--- src/rtl/tmr_scrub_ctrl.sv ---
// -----------------------------------------------------------------------------
// tmr_scrub_ctrl
// Access controller sitting directly in front of a TMR SRAM (three copies plus
// a majority voter). Host reads/writes are arbitrated against a background
// scrubber that reads each address through the voter and writes the voted word
// back to all copies, so a single-copy upset is repaired before a second upset
// at the same address can defeat the vote.
//
// Ports:
//   clk, rst_n        clock (rising edge) and asynchronous active-low reset
//   scrub_en          enables the period counter and new scrub starts
//   host_req/we/addr/wdata   host request, held by the host until granted
//   host_gnt          request accepted this cycle (combinational)
//   host_rvalid/rdata read data, one cycle after a read grant (0 otherwise)
//   mem_enable/we/addr/wdata  combinational drive to the TMR memory
//   mem_rdata         voted memory output, valid the cycle after a read
//   scrub_addr        next address to be scrubbed
//   pass_done         1-cycle pulse after the last address was written back
//   busy              controller is not idle
// -----------------------------------------------------------------------------
module tmr_scrub_ctrl #(
  parameter int ADDR_W       = 8,
  parameter int DATA_W       = 8,
  parameter int SCRUB_PERIOD = 256,
  parameter int MAX_DEFER    = 16
) (
  input  logic              clk,
  input  logic              rst_n,
  input  logic              scrub_en,
  input  logic              host_req,
  input  logic              host_we,
  input  logic [ADDR_W-1:0] host_addr,
  input  logic [DATA_W-1:0] host_wdata,
  output logic              host_gnt,
  output logic              host_rvalid,
  output logic [DATA_W-1:0] host_rdata,
  output logic              mem_enable,
  output logic              mem_we,
  output logic [ADDR_W-1:0] mem_addr,
  output logic [DATA_W-1:0] mem_wdata,
  input  logic [DATA_W-1:0] mem_rdata,
  output logic [ADDR_W-1:0] scrub_addr,
  output logic              pass_done,
  output logic              busy
);

  localparam int CNT_W = (SCRUB_PERIOD > 2) ? $clog2(SCRUB_PERIOD) : 1;
  localparam int DEF_W = $clog2(MAX_DEFER + 1);

  // The counter wraps when its next value would be SCRUB_PERIOD-1, so it
  // only ever holds 0 .. SCRUB_PERIOD-2.
  localparam logic [CNT_W-1:0] CNT_LAST  = CNT_W'(SCRUB_PERIOD - 2);
  localparam logic [DEF_W-1:0] DEFER_MAX = DEF_W'(MAX_DEFER);

  typedef enum logic [1:0] {
    ST_IDLE = 2'd0,
    ST_H_RD = 2'd1,
    ST_S_RD = 2'd2,
    ST_S_WB = 2'd3
  } state_t;

  state_t            r_state;
  logic [CNT_W-1:0]  r_period_cnt;
  logic [DEF_W-1:0]  r_defer_cnt;
  logic              r_scrub_pending;
  logic [ADDR_W-1:0] r_scrub_addr;
  logic              r_pass_done;

  logic              w_idle;
  logic              w_start_scrub;
  logic              w_host_grant;

  assign w_idle = (r_state == ST_IDLE);

  // A pending scrub waits for a host-free cycle unless host traffic has
  // already deferred it MAX_DEFER times; scrub_en=0 blocks new starts.
  assign w_start_scrub = w_idle && scrub_en && r_scrub_pending &&
                         (!host_req || (r_defer_cnt == DEFER_MAX));

  // Gated by rst_n so the grant (and thus mem_enable) drops the instant
  // reset is asserted, even while the host holds its request.
  assign w_host_grant = rst_n && w_idle && host_req && !w_start_scrub;

  // Period counter and scrub_pending flag: count idle cycles, raise a request.
  always_ff @(posedge clk or negedge rst_n) begin
    if (!rst_n) begin
      r_period_cnt    <= '0;
      r_scrub_pending <= 1'b0;
    end else if (r_state == ST_S_WB) begin
      r_scrub_pending <= 1'b0;
    end else if (scrub_en && !r_scrub_pending) begin
      if (r_period_cnt == CNT_LAST) begin
        r_period_cnt    <= '0;
        r_scrub_pending <= 1'b1;
      end else begin
        r_period_cnt <= r_period_cnt + CNT_W'(1);
      end
    end else begin
      r_period_cnt <= r_period_cnt;
    end
  end

  // Defer counter: host grants taken while a scrub is waiting, saturating.
  always_ff @(posedge clk or negedge rst_n) begin
    if (!rst_n) begin
      r_defer_cnt <= '0;
    end else if (w_start_scrub) begin
      r_defer_cnt <= '0;
    end else if (r_scrub_pending && w_idle && host_req &&
                 (r_defer_cnt != DEFER_MAX)) begin
      r_defer_cnt <= r_defer_cnt + DEF_W'(1);
    end else begin
      r_defer_cnt <= r_defer_cnt;
    end
  end

  // Main FSM, scrub address walk and end-of-pass pulse.
  always_ff @(posedge clk or negedge rst_n) begin
    if (!rst_n) begin
      r_state      <= ST_IDLE;
      r_scrub_addr <= '0;
      r_pass_done  <= 1'b0;
    end else begin
      r_pass_done <= (r_state == ST_S_WB) && (r_scrub_addr == {ADDR_W{1'b1}});
      case (r_state)
        ST_IDLE: begin
          if (w_start_scrub) begin
            r_state <= ST_S_RD;
          end else if (w_host_grant && !host_we) begin
            r_state <= ST_H_RD;
          end else begin
            r_state <= ST_IDLE;
          end
        end
        ST_H_RD: r_state <= ST_IDLE;
        ST_S_RD: r_state <= ST_S_WB;
        ST_S_WB: begin
          r_state      <= ST_IDLE;
          r_scrub_addr <= r_scrub_addr + ADDR_W'(1);
        end
        default: r_state <= ST_IDLE;
      endcase
    end
  end

  // Memory and host-side drive decoded from the current state.
  always_comb begin
    host_gnt    = 1'b0;
    host_rvalid = 1'b0;
    host_rdata  = '0;
    mem_enable  = 1'b0;
    mem_we      = 1'b0;
    mem_addr    = '0;
    mem_wdata   = '0;
    case (r_state)
      ST_IDLE: begin
        if (w_host_grant) begin
          host_gnt   = 1'b1;
          mem_enable = 1'b1;
          mem_we     = host_we;
          mem_addr   = host_addr;
          mem_wdata  = host_wdata;
        end else begin
          host_gnt   = 1'b0;
        end
      end
      ST_H_RD: begin
        host_rvalid = 1'b1;
        host_rdata  = mem_rdata;
      end
      ST_S_RD: begin
        mem_enable = 1'b1;
        mem_addr   = r_scrub_addr;
      end
      ST_S_WB: begin
        // Write the voted word from the S_RD read back to every copy.
        mem_enable = 1'b1;
        mem_we     = 1'b1;
        mem_addr   = r_scrub_addr;
        mem_wdata  = mem_rdata;
      end
      default: begin
        mem_enable = 1'b0;
      end
    endcase
  end

  assign scrub_addr = r_scrub_addr;
  assign pass_done  = r_pass_done;
  assign busy       = !w_idle;

endmodule

--- config.mk ---
export PLATFORM = sky130hd
export DESIGN_NAME = tmr_scrub_ctrl
export DESIGN_NICKNAME = d
export VERILOG_FILES = /design/src/rtl/tmr_scrub_ctrl.sv
export SDC_FILE = /design/constraint.sdc
export NUM_CORES = 1
export LEC_CHECK = 0
export CAP_MARGIN = 15
export CORE_ASPECT_RATIO = 0.7
export CORE_MARGIN = 3
export CORE_UTILIZATION = 43
export CTS_BUF_LIST = sky130_fd_sc_hd__clkbuf_4 sky130_fd_sc_hd__clkbuf_8 sky130_fd_sc_hd__clkbuf_16
export CTS_CLUSTER_SIZE = 24
export DETAILED_ROUTE_END_ITERATION = 7
export PLACE_DENSITY = 0.8
export SKIP_LAST_GASP = 1
export SYNTH_ARGS = -nofsm -noshare
export SYNTH_HDL_FRONTEND = slang
export SYNTH_SLANG_ARGS = --single-unit
--- constraint.sdc ---
create_clock -name clk -period 2.9 [get_ports clk]
set_input_delay 0.435 -clock clk [delete_from_list [all_inputs] [get_ports clk]]
set_output_delay 0.435 -clock clk [all_outputs]
set_load 0.02 [all_outputs]
==> results of run 1 <==
## per-layer routing
layer	vias up	global-route usage (%)	part of all wire [%]
met2	52	28.66	44
met3	2	4.193	7.6
met4	0	2.169	0.25
met1	767	27.69	48
met5	-	0	0
li1	810	-	-
## cell usage in the layout, fill, tap and decap left out, drive strengths merged, types with 2 or more instances in the layout
| master | instances |
|---|---|
| a211oi | 2 |
| nand2 | 19 |
| ha | 10 |
| buf | 5 |
| or3 | 2 |
| and3b | 2 |
| clkdlybuf4s50 | 57 |
| or4 | 3 |
| dlymetal6s2s | 9 |
| mux2 | 4 |
| xor2 | 4 |
| inv | 14 |
| o211ai | 2 |
| o21ai | 6 |
| clkbuf | 3 |
| a21oi | 3 |
| xnor2 | 3 |
| nand4 | 4 |
| and3 | 2 |
| dfrtp | 25 |
| o22ai | 11 |
| nor2 | 7 |
| nand2b | 10 |
| nand3 | 9 |
| a22o | 12 |
| and2 | 8 |
## kinds of logic (layout without fill, tap and decap cells)
logic type      after synthesis  count (layout)  synth area share, %
flops                        25              25                37.34
simple gates                 73              73                24.20
xor+xnor                      7               7                3.660
compound gates               45              45                19.34
fa+ha+maj                    10              10                7.468
buf+inv                      23              89                5.302
mux                           4               4                2.688
## state kept, by name (all words and copies together), names as in the netlist
name,count
pass_done,1
r_defer_cnt,5
r_period_cnt,8
r_scrub_pending,1
r_state,2
scrub_addr,8
## final cells by class
cell class,count,area share (%)
clock buffers,3,1.673
inverters,14,2.129
flip-flops and latches,25,25.34
multi-input cells,139,38.93
well taps,50,2.534
clock inverters,1,0.2027
repair buffers,71,29.19
## power breakdown
part / internal, mW / switching [mW]
combinational: 0.289 / 0.307
sequential: 0.441 / 0.134
clock: 0.0959 / 0.105
## worst paths after layout
check / start / to / slack [ns] / cells after the start
max in group asynchronous: rst_n / r_scrub_pending / 2.04 / 2
min in group asynchronous: rst_n / pass_done / 0.61 / 2
setup / recovery: r_defer_cnt[0] / mem_wdata[4] / 0.14 / 6
hold / removal: scrub_addr[7] / scrub_addr[7] / 0.52 / 1
hold reg to reg: scrub_addr[7] / scrub_addr[7] / 0.52 / 1
setup reg to reg: r_state[0] / r_period_cnt[7] / 0.73 / 5
## through the flow
stage	utilization (%)	cells	area, um2
2_1_floorplan	-	187	1675
3_3_place_gp	66.18	299	2400
3_5_place_dp	66.18	299	2400
4_1_cts	67.46	303	2446
5_1_grt	68.08	303	2469
6_report	68.08	303	2469
## synthesized netlist by cell type, drive strengths merged, types with 3 or more instances
| cell type | number | share of area (%) |
|---|---|---|
| a21oi | 3 | 0.90 |
| a22o | 12 | 6.3 |
| and2 | 8 | 3.0 |
| buf | 3 | 0.82 |
| clkbuf | 6 | 1.3 |
| dfrtp | 25 | 37 |
| ha | 10 | 7.5 |
| inv | 14 | 3.1 |
| mux2 | 4 | 2.7 |
| nand2 | 19 | 4.3 |
| nand2b | 10 | 3.7 |
| nand3 | 9 | 2.7 |
| nand4 | 4 | 1.5 |
| nor2 | 7 | 1.6 |
| o21ai | 6 | 1.8 |
| o22ai | 11 | 4.1 |
| or4 | 3 | 1.3 |
| xnor2 | 3 | 1.6 |
| xor2 | 4 | 2.1 |
## worst register-to-register path, delay by kind of cell (launching register included)
kind	cells	cell delay, ns
AO/OA/AOI/OAI	1	0.18
adder cells (fa/ha/maj)	1	0.21
buffers and inverters	1	0.20
flip-flops	1	0.40
AND/OR/NAND/NOR	2	1.11
==> flow_summary.ini, run 1 <==
[cells_and_area]
fill_cells = 288
final_nets = 293
multi_input_area_um2 = 960.9
drive_gt1_share_pct = 5.929
synthToLayoutAreaGrowth_pct = 47.35
regArea_um2 = 625.6
diodes = 0

[placement]
dp_worst_setup_slack_ns = 0.1653
place.gp.congestion = 0.8058
dpl.hpwl_um = 3455
portBuffers = 66

[status]
outcome = complete, no violations

[power]
peakVddDrop_mv = 0.5297
leakage_nw = 1.183
power.total_mw = 1.372
power_density_nw_per_um2 = 555.9

[synth]
ys_ff_latch = 25
synth_sequential_area_ratio_pct = 37.34
yosysWarnings = 0
ys.flop_type = dfrtp_1
synthCells = 187
syn_area_um2 = 1675
synth_fp_nets = 226
syn_avg_cell_area_um2 = 8.959
synth-edff-count = 0
synth.distinct_cells = 41
async_reset_ff_share_pct = 100.0

[sta]
finalCriticalPeriod_ns = 2.763
finalSetupViolations = 0
slew_headroom_pct = 64.23
drv_slew = 0
holdWs_ns = 0.5199
worst_slew_pin_slew_ns = 0.5355
skew_ns = 0.008345
finalCritPeriodShare_pct = 95.28
tns_ns = 0
fmaxAchievable_mhz = 361.9
rsz0062_at_grt = no
hold_violations = 0
fin_ws_ns = 0.1369

[global_routing]
grt_overflow = 0
grt_pass1_wl_um = 6934
grt_util_all_layers_pct = 18.62
grt_max_degree = 26
grt_pass1_vias = 1449
antenna_found_initial = 0

[die]
die_area_um2 = 4693
start_util_pct = 46.20
io_pins = 67
die_x_um = 80.61
dieHeight_um = 58.23
placementRows = 18
coreArea_um2 = 3626

[detailed_routing]
postRouteAntennaNets = 0
first_iter_violations = 66
wirelength_um = 4361
via_per_inst = 5.383
dr.pass1.iters = 6
post-route-drc-count = 0
vias = 1631
wl_per_cell_um = 14.39

[clock_tree]
cts_buffer_depth = 2
cts.reportedPaths.clkPinSlew_ns = 0.09
postCtsSetupRepairBufs = 0
cts_resized = 0
cts_tree = done
cts_made_buffers = 3
cts_root_buffer = clkbuf_8
h-tree-depth = 1
clk_latency_ns = 0.26
postCtsHoldBufs = 0
cts.sinks = 25

[flow_run]
drv_cap = 0

[worst_setup_path]
path_buf_inv = 2
cp_top_family = buffers and inverters
crit_arrival_ns = 2.33
critPathLaunchType = flip-flop
endpoint_kind = primary output
crit_required_ns = 2.47
crit_type = reg -> out
slowest_stage = clkdlybuf4s50_1
crit_fanout = 12
worstPathCellList = inv_1, ha_1, and4bb_2, a31o_2, o22ai_1, clkdlybuf4s50_1
max_stage_delay_ns = 0.65

[hold_path]
hold_class = reg -> reg
Power figures use the tool's default switching activity.
==> run 2, diff against run 1 <==
--- a/config.mk
+++ b/config.mk
@@ -6,14 +6,17 @@
 export NUM_CORES = 1
 export LEC_CHECK = 0
 export CAP_MARGIN = 15
+export CELL_PAD_IN_SITES_DETAIL_PLACEMENT = 1
+export CELL_PAD_IN_SITES_GLOBAL_PLACEMENT = 1
 export CORE_ASPECT_RATIO = 0.7
 export CORE_MARGIN = 3
-export CORE_UTILIZATION = 43
+export CORE_UTILIZATION = 31
 export CTS_BUF_LIST = sky130_fd_sc_hd__clkbuf_4 sky130_fd_sc_hd__clkbuf_8 sky130_fd_sc_hd__clkbuf_16
 export CTS_CLUSTER_SIZE = 24
 export DETAILED_ROUTE_END_ITERATION = 7
-export PLACE_DENSITY = 0.8
+export PLACE_DENSITY_LB_ADDON = 0.1
 export SKIP_LAST_GASP = 1
+export SLEW_MARGIN = 20
 export SYNTH_ARGS = -nofsm -noshare
 export SYNTH_HDL_FRONTEND = slang
 export SYNTH_SLANG_ARGS = --single-unit
==> flow_summary.ini, run 2 (synthesis results as in run 1) <==
[status]
outcome = complete, no violations

[hold_path]
hold_class = reg -> reg
min_from = scrub_addr[7]

[power]
peakVddDrop_mv = 0.3400
power_density_nw_per_um2 = 567.4
leakage_nw = 1.233

[clock_tree]
cts.sinks = 25
cts_tree = done
cts_buffer_depth = 2
cts_root_buffer = clkbuf_8
cts_made_buffers = 3
clk_latency_ns = 0.28
cts.reportedPaths.clkPinSlew_ns = 0.09
h-tree-depth = 1

[placement]
place_area_um2 = 2431
portBuffers = 66
place.gp.congestion = 0.7573
dp_worst_setup_slack_ns = 0.1185
placedCellCount = 319
dpl.hpwl_um = 4133

[cells_and_area]
final_util_pct = 49.97
layout.cells.non_filler = 323
drive_gt1_share_pct = 6.299
design_area_um2 = 2495
diodes = 0
final_nets = 294
layout_common_cells = 48 x clkdlybuf4s50_1, 25 x dfrtp_1, 19 x nand2_1
final_common_cell = clkdlybuf4s50_1
synthToLayoutAreaGrowth_pct = 48.92

[die]
io_pins = 67
coreArea_um2 = 4992
die_area_um2 = 6336
die_x_um = 93.87
placementRows = 21
dieHeight_um = 67.51
start_util_pct = 33.56

[detailed_routing]
dr.pass1.iters = 4
wl_per_cell_um = 16.05
first_iter_violations = 66
vias = 1632
via_per_inst = 5.053
wirelength_um = 5185
postRouteAntennaNets = 0
post-route-drc-count = 0

[sta]
hold_violations = 0
finalCriticalPeriod_ns = 2.696
tns_ns = 0
skew_ns = 0.002266
fin_ws_ns = 0.2040
finalSetupViolations = 0
worst_slew_pin_slew_ns = 0.5798
fmaxAchievable_mhz = 370.9
slew_headroom_pct = 61.21
drv_slew = 0
finalCritPeriodShare_pct = 92.97
rsz0062_at_grt = no

[worst_setup_path]
crit_fanout = 12
crit_type = reg -> out
crit_arrival_ns = 2.26
worstPathCellList = inv_1, ha_1, and4bb_2, a31o_2, inv_1, clkdlybuf4s50_1
critPathMostFrequentCell = inv_1
max_stage_delay_ns = 0.61
cp-startpoint = r_defer_cnt[0]
critPathLaunchType = flip-flop
path_buf_inv = 3
crit_required_ns = 2.47
slowest_stage = clkdlybuf4s50_1
endpoint_kind = primary output
cp_top_family = buffers and inverters
r2r-start = r_state[0]

[global_routing]
grt_util_met1_pct = 25.68
grt_use_met2_pct = 24.05
grt_use_met3_pct = 4.232
antenna_found_initial = 0
grt.busiest_layer = met1
grt_max_degree = 26
grt_overflow = 0
grt_pass1_wl_um = 8397
grt_util_all_layers_pct = 16.91
grt_pass1_vias = 1606

[flow_run]
drv_cap = 0
[run 2: area by class of cell]
cell class                 count  area [um2]
tap                           69       86.33
fill                         586        2497
multi-input combinational    139       960.9
clock inverter                 1       7.507
clock buffer                   3       41.29
sequential                    25       625.6
timing repair buffer          72       720.7
inverter                      14       52.55
[run 2: metrics by stage]
stage / hold slack [ns] / power [mW]
2_1_floorplan: 0.1394 / 0.9399
3_3_place_gp: 0.5047 / 1.198
3_5_place_dp: 0.5085 / 1.211
4_1_cts: 0.5225 / 1.431
5_1_grt: 0.5574 / 1.545
6_report: 0.5157 / 1.415
[run 2: path summary, 6_finish.rpt]
| path | end | slack (ns) | depth (start not counted) |
|---|---|---|---|
| worst max-delay path | host_gnt | 0.20 | 6 |
| worst min-delay path | scrub_addr[7] | 0.52 | 1 |
| worst max register to register | r_period_cnt[7] | 0.67 | 5 |
| worst min register to register | scrub_addr[7] | 0.52 | 1 |
| max in group asynchronous | r_state[1] | 2.02 | 2 |
| min in group asynchronous | r_defer_cnt[0] | 0.62 | 2 |
[run 2: timing repair]
| action | 4_1_cts | 5_1_grt |
|---|---|---|
| resized for setup | 8 | 10 |
| gates cloned | 0 | 0 |
| setup buffers | 0 | 0 |
| pin swaps | 0 | 0 |
| hold buffers | 0 | 0 |
| endpoints found under the setup margin | 8 | 10 |
[run 2: metal layers]
layer	share of wire, %	wire length [um]
met4	0.69	36
met1	51	2648
met3	5.8	302
met5	0	0
met2	42	2198
[run 2: report_power, final]
part	internal [mW]	switching, mW
clock network	0.0977	0.123
logic	0.292	0.340
registers	0.441	0.122
